**src/rtl/s820_bist.sv**
```systemverilog
// Self-test wrapper for the s820 core. An LFSR drives the core inputs, a MISR
// compacts the core outputs, and a small FSM sequences the clear/run/done phases.
module s820_bist #(
  parameter int          PAT_W         = 16,
  parameter logic [17:0] SEED_ZERO_SUB = 18'h00001
) (
  input  logic             blif_clk_net,
  input  logic             blif_reset_net,
  input  logic             start,
  input  logic [17:0]      seed,
  input  logic [PAT_W-1:0] num_patterns,
  input  logic [18:0]      dut_resp,
  output logic [17:0]      dut_stim,
  output logic             dut_reset,
  output logic             busy,
  output logic             done,
  output logic [18:0]      signature
);

  typedef enum logic [1:0] {
    IDLE  = 2'd0,
    CLEAR = 2'd1,
    RUN   = 2'd2,
    DONE  = 2'd3
  } state_t;

  localparam logic [PAT_W-1:0] CNT_ONE = PAT_W'(1);

  state_t           state;
  state_t           state_nxt;
  logic [17:0]      lfsr;
  logic [18:0]      misr;
  logic [PAT_W-1:0] count;
  logic [PAT_W-1:0] np_lat;
  logic             armed;
  logic             launch;
  logic             last_vec;

  // Fibonacci LFSR, x^18 + x^11 + 1.
  function automatic logic [17:0] lfsr_step(input logic [17:0] l);
    return {l[16:0], l[17] ^ l[10]};
  endfunction

  // MISR, x^19 + x^6 + x^2 + x + 1; the top bit feeds back into taps 0, 1, 2, 6.
  function automatic logic [18:0] misr_step(input logic [18:0] m, input logic [18:0] r);
    logic [18:0] n;
    n[0] = r[0] ^ m[18];
    for (int i = 1; i < 19; i++) begin
      n[i] = m[i-1] ^ r[i];
    end
    n[1] = n[1] ^ m[18];
    n[2] = n[2] ^ m[18];
    n[6] = n[6] ^ m[18];
    return n;
  endfunction

  // A start that coincides with reset release is dropped; armed goes high one edge later.
  assign launch   = start && armed && ((state == IDLE) || (state == DONE));
  assign last_vec = (count == (np_lat - CNT_ONE));

  // NOTE: sequential state uses non-blocking assignments so every flop samples
  // pre-edge values; blocking here would create order-dependent races.
  always_ff @(posedge blif_clk_net or negedge blif_reset_net) begin
    if (!blif_reset_net) begin
      state <= IDLE;
    end else begin
      state <= state_nxt;
    end
  end

  // NOTE: state_nxt is defaulted before the case so no path leaves it unassigned,
  // which would otherwise infer a latch.
  always_comb begin
    state_nxt = state;
    unique case (state)
      IDLE:    if (launch) state_nxt = CLEAR;
      CLEAR:   state_nxt = (np_lat != '0) ? RUN : DONE;
      RUN:     if (last_vec) state_nxt = DONE;
      DONE:    if (launch) state_nxt = CLEAR;
      default: state_nxt = IDLE;
    endcase
  end

  always_comb begin
    busy      = (state == CLEAR) || (state == RUN);
    done      = (state == DONE);
    dut_reset = (state != RUN);
    dut_stim  = (state == RUN) ? lfsr : 18'h0;
    signature = misr;
  end

  // Datapath: loaded on launch, advanced only in RUN, held everywhere else.
  always_ff @(posedge blif_clk_net or negedge blif_reset_net) begin
    if (!blif_reset_net) begin
      lfsr   <= '0;
      misr   <= '0;
      count  <= '0;
      np_lat <= '0;
      armed  <= 1'b0;
    end else begin
      armed <= 1'b1;
      if (launch) begin
        np_lat <= num_patterns;
        lfsr   <= (seed == 18'h0) ? SEED_ZERO_SUB : seed;
        misr   <= '0;
        count  <= '0;
      end else if (state == RUN) begin
        misr  <= misr_step(misr, dut_resp);
        lfsr  <= lfsr_step(lfsr);
        count <= count + CNT_ONE;
      end
    end
  end

endmodule

```
**config.mk**
```make
export PLATFORM = sky130hd
export DESIGN_NAME = s820_bist
export DESIGN_NICKNAME = d
export VERILOG_FILES = /design/src/rtl/s820_bist.sv
export SDC_FILE = /design/constraint.sdc
export NUM_CORES = 1
export LEC_CHECK = 0
export CORE_MARGIN = 1
export CORE_UTILIZATION = 40
export DETAILED_ROUTE_END_ITERATION = 16
export HOLD_SLACK_MARGIN = 0.12
export PLACE_DENSITY = 0.73
export SLEW_MARGIN = 20
export SYNTH_ARGS = -nofsm -noshare
export SYNTH_HDL_FRONTEND = slang
export SYNTH_SLANG_ARGS = --single-unit
```
**constraint.sdc**
```tcl
create_clock -name blif_clk_net -period 6.2 [get_ports blif_clk_net]
set_input_delay 0.62 -clock blif_clk_net [delete_from_list [all_inputs] [get_ports blif_clk_net]]
set_output_delay 0.62 -clock blif_clk_net [all_outputs]
set_load 0.02 [all_outputs]
```
# Word level (Yosys, flattened, before mapping)
# Cells that the tools add are included.
# totals
output_inout_bits	40
in_bits	56
word_cells	60
ff_bits	72
# classes
bitwise	23
n_eq_ne	7
n_mux	12
add_sub_neg	2
n_reduce_logical	10
# ops
op	n
$mux 18	4
$mux 19	2
$mux 16	2
$xor 1x1->1	23
$logic_not 18->1	1
$add 16x1->16 const B	1
$eq 16x16->1	1
$reduce_bool 16->1	1
$sub 16x1->16 const B	1
$pmux 2 s3	1
$eq 2x2->1 const B	2
$mux 2	2
$ne 2x2->1 const B	2
$eq 2x1->1 const B	1
$logic_and 1x1->1	2
$logic_not 2->1	1
$logic_or 1x1->1	2
$ne 2x1->1 const B	1
$reduce_and 2->1	1
$reduce_bool 2->1	1
$reduce_or 2->1	1
$mux 1	1

# Logic depth before layout (Yosys ltp)
# Gate-level depths: netlist of run 1.
# depth
depth_word	5
mapped_depth	9
depth_no_buf	9

# Worst setup path after synthesis of run 1
# OpenSTA, ideal clock, no wires.
# synth_path
path_kind	reg2reg
from	reg np_lat[2]
to	reg state[1]
setup_time_ps	127
path_stages_with_launch	8
period_less_slack_ps	2256
setup_slack_ps	3944
arrival_time_ps	2129
required_time_ps	6073
path_buffers	0
path_cell_list	dfrtp_1 nor4_4 nand2_2 or3_1 xnor2_1 nor4b_2 and4b_1 o21ai_1
# synth_between
elab_chain_cells	4
# synth_lines
item	line_no	rtl
from (decl)	34	logic [PAT_W-1:0] np_lat;
from (signal assigned)	103	np_lat <= num_patterns;
$sub 16x1->16	59	assign last_vec = (count == (np_lat - CNT_ONE));
$eq 16x16->1	59	
$ne 2x2->1 (no source line)	n/a	
$reduce_and 2->1 (no source line)	n/a	
to (signal assigned)	67	state <= state_nxt;
to (decl)	29	state_t state;
# Every way passes these cells.
# A chain may end at the register's enable or synchronous reset.

# Final worst setup path of run 1
# layout_path
from	reg state[0]
to	out dut_reset
# layout_between
elab_chain_cells	1
# layout_lines
item	line_no	rtl
$ne 2x2->1	87	dut_reset = (state != RUN);
to (decl)	14	output logic dut_reset,
# Every way passes these cells.

==> summary.md, run 1 <==
| Metric | Value |
|---|---|
| Sw Share | 0.391 |
| RSZ-0062 raised after global routing | no |
| Total gr overflow | 0 |
| Endpoints failing setup | 0 |
| Layout net count | 552 |
| Fin. Hold Viols | 0 |
| Slowest-stage cell, CP | ha_2 |
| GRT Overall Usage | 0.182 |
| Clock root cell | clkbuf_8 |
| First-pass GRT wire length | 14500 µm |
| Outcome | finished, final reports clean |
| NetSw | just under 0.9 mW |
| Max_slew headroom | 0.283 |
| H-tree depth | 3 |
| Worst r2r src | np_lat[0]$_DFFE_PN0P_ |
| CTS resizes | 0 |
| CP Class | flip-flop to primary output |
| HPWL after DPL | 6210 µm |
| Pin count of the biggest net entering global routing | 73 |
| Hold slack | between 0.4 and 0.5 ns |
| Reg clk slew, reported paths | 0.07 ns |
| Post-synthesis cell area | approximately 3900 µm² |
| Netlist cell types | 46 |
| Syn nets | about 460 |
| Crit path depth | 4 |
| Hold WC Path Type | input pin to asynchronous set/reset pin |
| Reg-to-Reg End | state[1]$_DFFE_PN0P_ |
| CTS tree | done |
| Crit path time final | 3.65 ns |
| CP Capture Type | primary output |
| Seq pwr share | 0.378 |
| Synth warn | 0 |
| Clk pwr share | 0.167 |
| I/O Pins | 96 |
| Via count | 3183 |
| CP Cell Sequence | inv_1, ha_2, inv_1, clkdlybuf4s50_1 |
| Die height | 101 µm |
| Syn_area_per_cell | 9.65 µm² |
| Postcts setup bufs | 0 |
| Max-Cap Viols | 0 |
| Gate Count Post-Synth | 403 |
| Residual DRC | 0 |
| N_diodes | 0 |
| R2R cell count | 9 |
| Startpoint types | flip-flop |
| Final period utilization | 0.589 |
| CP Buf/Inv Count | 3 |
| DRT iter0 DRCs | 132 |
| Vias/cell | just over 5 |
| Drt first pass iters | 4 |
| Most frequent cells in the layout | 94 x clkdlybuf4s50_1, 72 x dfrtp_1, 44 x nor2_1 |
| CTS buffer count | 9 |
| Clock Latency Late Sink | 0.35 ns |
| Most numerous cell on the critical path | inv_1 |
| Row cnt | 35 |
| FF-to-FF setup slack | 3.44 ns |
| RePlAce Congestion | 0.851 |
| Seq/Total Area, Yosys | 0.463 |
| Die Footprint | 10100 µm² |
| Max Slew Vio Count | 0 |
| Combinational power share | 0.455 |
| Worst path top cell family by delay | buffers and inverters |
| IO Port Bufs | 95 |
| Clk buf depth | 2 |
| Area grow syn2layout | 32.2% |
| Setup TNS | 0 ns |
| CP max stage delay | roughly 0.88 ns |
| Post-cts hold buffer count | 0 |
| Routed wire length per instance | 14.0 µm |
| Crit path from | state[0]$_DFFE_PN0P_ |
| Vias in the first global route | 3133 |
| Critical Path AT | between 3 and 4 ns |
| Layout cells sized above 1 | 0.0830 |
| Routed Antenna Nets | 0 |
| Slew @ Worst Pin | approximately 1.1 ns |
| VDD IR-drop max | 0.243 mV |
| Total wire length | 8720 µm |
| Worst setup path endpoint | dut_reset |
| Starting Density | 0.417 |
| Peak Freq | 274 MHz |
| CTS Sinks | 72 |
| Die W | just over 100 µm |
| Worst EP required | 5.58 ns |
| FF+latch count, synth | about 70 |
| Pleak | 2.04 nW |
| Initial antenna violation count | 0 |
| Commonest non-fill, non-tap cell in the layout | clkdlybuf4s50_1 |
| Final Util | 0.551 |
| Largest fanout on the critical path | 63 |
| Int Power | between 1 and 1.5 mW |
| PD cells | between 400 and 500 nW/µm² |
| Core region area | between 9000 and 10000 µm² |
| Clock Skew | 0.00890 ns |
[cell families (layout without fill, tap and decap cells)]
kind of cell / Yosys count / count (layout) / synth area share
and+or+nand+nor: 145 / 145 / 0.192
xor gates and xnor gates: 58 / 58 / 0.131
AOI/OAI and AO/OA: 77 / 77 / 0.120
other: 1 / 1 / 0.000964
adders and majority gates: 5 / 5 / 0.0161
DFF: 72 / 72 / 0.463
buffers and inverters: 27 / 118 / 0.0261
muxes: 18 / 18 / 0.0508
[state kept, by name (all words and copies together) (netlist names)]
signal	cells
lfsr	18
count	16
signature	19
armed	1
state	2
np_lat	16
[worst min path at each step]
stage / start / endpoint / slack (ns) / cells after the start
floorplan: blif_reset_net / armed$_DFF_PN0_ / 0.32 / 0
global placement: lfsr[4]$_DFFE_PN0P_ / lfsr[4]$_DFFE_PN0P_ / 0.54 / 2
detailed placement: lfsr[4]$_DFFE_PN0P_ / lfsr[4]$_DFFE_PN0P_ / 0.55 / 2
CTS: blif_reset_net / np_lat[11]$_DFFE_PN0P_ / 0.52 / 2
global route: blif_reset_net / count[12]$_DFFE_PN0P_ / 0.57 / 2
finish: blif_reset_net / np_lat[11]$_DFFE_PN0P_ / 0.48 / 2
[stage by stage]
stage / worst slack (ns) / total power [mW] / instance area [µm²] / cells
2_1_floorplan: 3.94 / 1.50 / 3890 / 403
3_3_place_gp: 2.95 / 1.84 / 4950 / 609
3_5_place_dp: 2.92 / 1.87 / 4950 / 609
4_1_cts: 2.54 / 2.24 / 5140 / 623
5_1_grt: 2.35 / 2.39 / 5140 / 623
6_report: 2.55 / 2.23 / 5140 / 623
[power by group through the flow]
stage               registers [mW]  clock network (mW)  logic [mW]
floorplan                    0.861                   0       0.640
global placement             0.844                   0       0.991
detailed placement           0.846                   0        1.02
CTS                          0.843               0.378        1.02
global route                 0.873               0.404        1.12
finish                       0.843               0.372        1.01
[routing by layer]
layer / track usage / vias to the layer above / part of all wire
met4: 0.0613 / 0 / 0.015
met5: 0 / - / 0
met1: 0.245 / 1511 / 0.47
met2: 0.286 / 90 / 0.46
li1: - / 1567 / -
met3: 0.0458 / 15 / 0.056
[final cells by class]
cell class / instances / area (µm²)
Clock inverter: 3 / 42.5
Inverter: 7 / 26.3
Tap cell: 129 / 161
Multi-Input combinational cell: 304 / 2000
Clock buffer: 11 / 151
Fill cell: 830 / 4190
Sequential cell: 72 / 1800
Timing Repair Buffer: 97 / 961
[Yosys cell counts, drive strengths merged]
cell     count  area (µm²)
a2111oi      1        8.76
a211o        1        8.76
a211oi      16         120
a21o         1        8.76
a21oi       21         105
a311o        1        10.0
a31oi        3        18.8
a41o         1        10.0
a41oi        1        8.76
and2        18         113
and3         3        18.8
and4         2        18.8
and4b        2        21.3
clkbuf      20        75.1
conb         1        3.75
dfrtp       72        1800
ha           5        62.6
inv          7        26.3
mux2        14         158
mux2i        4        40.0
nand2       32         123
nand2b       4        25.0
nand3        9        45.0
nand3b       2        15.0
nand4        7        43.8
nor2        45         169
nor3         5        25.0
nor3b        1        7.51
nor4         8        65.1
nor4b        2        23.8
o211ai       1        7.51
o21ai       27         135
o31a         1        10.0
o31ai        1        7.51
o41ai        1        8.76
or2          1        6.26
or3          3        18.8
or3b         1        8.76
xnor2       35         307
xor2        23         201
(Power assumes the default switching activity.)
==> inputs of run 2 (changes only) <==
- clock period: 6.2 -> 3.7 ns (I/O delays scaled with it)
==> run 2 against run 1 <==
Net effect: hold slack worse by 0.36 ns; final cell count grew 0.80%; sequential power rose by 67%; non-clock buffer count rose by 3; clock power increased by 87%; first-iteration DRC count rose by 17%; final area increased by 1.0%; die area unchanged; combinational power grew 69%; count of clock-buffer cells in the layout is 2 lower; via count grew 1.5%; critical path depth stayed put.
==> summary.md, run 2 (synthesized netlist as in run 1, its figures left out) <==
| Metric | Value |
|---|---|
| Area grow syn2layout | 33.5% |
| Critical Path AT | 2.54 ns (-0.49 ns) |
| RePlAce Congestion | 0.845 (-0.70%) |
| FF-to-FF setup slack | 1.10 ns (-2.34 ns) |
| CTS buffer count | 9 (unchanged) |
| Residual DRC | 0 (unchanged) |
| Vias in the first global route | 3066 (-2.1%) |
| Reg clk slew, reported paths | 0.08 ns (about the same) |
| DRT iter0 DRCs | 154 (+17%) |
| Endpoints failing setup | 0 (unchanged) |
| CP max stage delay | 0.65 ns (-0.23 ns) |
| Routed Antenna Nets | 0 (unchanged) |
| Worst EP required | 3.33 ns (-2.25 ns) |
| CTS resizes | 0 (unchanged) |
| R2R cell count | 9 (unchanged) |
| Slowest-stage cell, CP | clkdlybuf4s50_1 |
| Setup TNS | 0 ns (unchanged) |
| PD cells | 735 nW/µm² (+70%) |
| H-tree depth | 3 (unchanged) |
| FF+latch area | 1800 µm² (unchanged) |
| VDD IR-drop max | 0.426 mV (+75%) |
| I/O Pins | 96 (unchanged) |
| Die Footprint | 10100 µm² (unchanged) |
| Total gr overflow | 0 (unchanged) |
| Worst setup margin | 0.787 ns (-1.76 ns) |
| Clk buf depth | 2 (unchanged) |
| Routed wire length per instance | 14.2 µm (+1.4%) |
| CP Class | flip-flop to primary output |
| Reg-to-Reg End | state[1]$_DFFE_PN0P_ |
| Post-cts hold buffer count | 0 (unchanged) |
| Dpl ws | 1.14 ns (-1.79 ns) |
| First-pass GRT wire length | 14800 µm (+1.9%) |
| Starting Density | 0.417 (unchanged) |
| Postcts setup bufs | 0 (unchanged) |
| Largest fanout on the critical path | 39 (-38%) |
| Outcome | finished, final reports clean |
| Most frequent cells in the layout | 94 x clkdlybuf4s50_1, 72 x dfrtp_1, 44 x nor2_1 |
| RSZ-0062 raised after global routing | no |
| Max Slew Vio Count | 0 (unchanged) |
| Drt first pass iters | 4 (unchanged) |
| Via count | 3230 (+1.5%) |
| Die height | 101 µm (unchanged) |
| Pleak | 2.07 nW (+1.2%) |
| Total wire length | 8910 µm (+2.2%) |
| CP Cell Sequence | inv_1, ha_2, inv_1, clkdlybuf4s50_1 |
| Most numerous cell on the critical path | inv_1 |
| Initial antenna violation count | 0 (unchanged) |
| Hold WC Path Type | input pin to asynchronous set/reset pin |
| Clock Skew | 0.00842 ns (-0.000481 ns) |
| Startpoint types | flip-flop |
| HPWL after DPL | 6470 µm (+4.1%) |
| Row cnt | 35 (unchanged) |
| Largest register FFs | 19 (unchanged) |
| Final Util | 0.557 (+0.00577) |
| N_diodes | 0 (unchanged) |
| Crit path time final | 2.91 ns |
| Layout cells sized above 1 | 0.0922 (+0.00919) |
| Commonest non-fill, non-tap cell in the layout | clkdlybuf4s50_1 |
| CP Capture Type | primary output |
| CTS Sinks | 72 (unchanged) |
| Clock root cell | clkbuf_8 |
| CTS tree | done |
| Vias/cell | 5.14 (+0.67%) |
| Fin. Hold Viols | 0 (unchanged) |
| GRT Overall Usage | 0.187 (+0.00561) |
| Clock Latency Late Sink | 0.35 ns (about the same) |
| Final instance area | 5190 µm² (+1.0%) |
| Slew @ Worst Pin | 0.841 ns (-0.234 ns) |
| IO Port Bufs | 95 (unchanged) |
| Max-Cap Viols | 0 (unchanged) |
| Worst path top cell family by delay | buffers and inverters |
| DP Area | 4970 µm² (+0.46%) |
| Fill cells | 834 (+0.48%) |
| Core region area | 9330 µm² (unchanged) |
| Max_slew headroom | 0.439 (+0.156) |
| Layout net count | 555 (+0.54%) |
| Final period utilization | 0.787 |
| Worst r2r src | np_lat[0]$_DFFE_PN0P_ |
| Peak Freq | 343 MHz |
| CP Buf/Inv Count | 3 (unchanged) |
| Pin count of the biggest net entering global routing | 40 (-45%) |
| Die W | 101 µm (unchanged) |
| Footprint of the multi-input gates | 2000 µm² (unchanged) |
## run 2: cell count changes in the layout (fill, tap and decap cells not counted)
cell	change
bufinv_16	+1
clkinvlp_4	+1
clkinv_4	+1
clkinv_2	-1
buf_4	+3
clkbuf_8	-2
inv_6	+2
## run 2: layer usage
| layer | vias to the layer above | GRT usage | wire (µm) | part of all wire |
|---|---|---|---|---|
| met5 | - | 0 | 0 | 0 |
| met4 | 0 | 0.0524 | 77 | 0.0086 |
| met3 | 10 | 0.0444 | 460 | 0.052 |
| met2 | 76 | 0.298 | 4250 | 0.48 |
| met1 | 1560 | 0.256 | 4120 | 0.46 |
| li1 | 1584 | - | - | - |
## run 2: final cells by class
class	count	share of cell area
well taps	129	0.0311
multi-input cells	304	0.384
inverters	7	0.00506
repair buffers	100	0.189
clock inverters	7	0.0195
clock buffers	9	0.0238
flip-flops and latches	72	0.347
## run 2: power by group
group	internal, mW	total, mW	switching, mW
Combinational	0.856	1.71	0.857
Sequential	1.09	1.41	0.323
Clock	0.385	0.696	0.311
Total	2.33	3.82	1.49
## run 2: metrics by stage
step                      power [mW]  instances  hold WS (ns)
after CTS                       3.85        628         0.148
after global routing            4.09        628         0.188
after detailed placement        3.14        612         0.529
after global placement          3.09        612         0.528
final                           3.82        628         0.119
after floorplan                 2.51        403        0.0744
## run 2: how the worst max path moves through the flow
stage,startpoint,endpoint,depth (start not counted)
detailed placement,np_lat[0]$_DFFE_PN0P_,state[1]$_DFFE_PN0P_,9
CTS,state[0]$_DFFE_PN0P_,dut_reset,4
floorplan,np_lat[2]$_DFFE_PN0P_,state[1]$_DFFE_PN0P_,7
global placement,state[0]$_DFFE_PN0P_,dut_reset,4
global route,state[0]$_DFFE_PN0P_,dut_reset,4
finish,state[0]$_DFFE_PN0P_,dut_reset,4
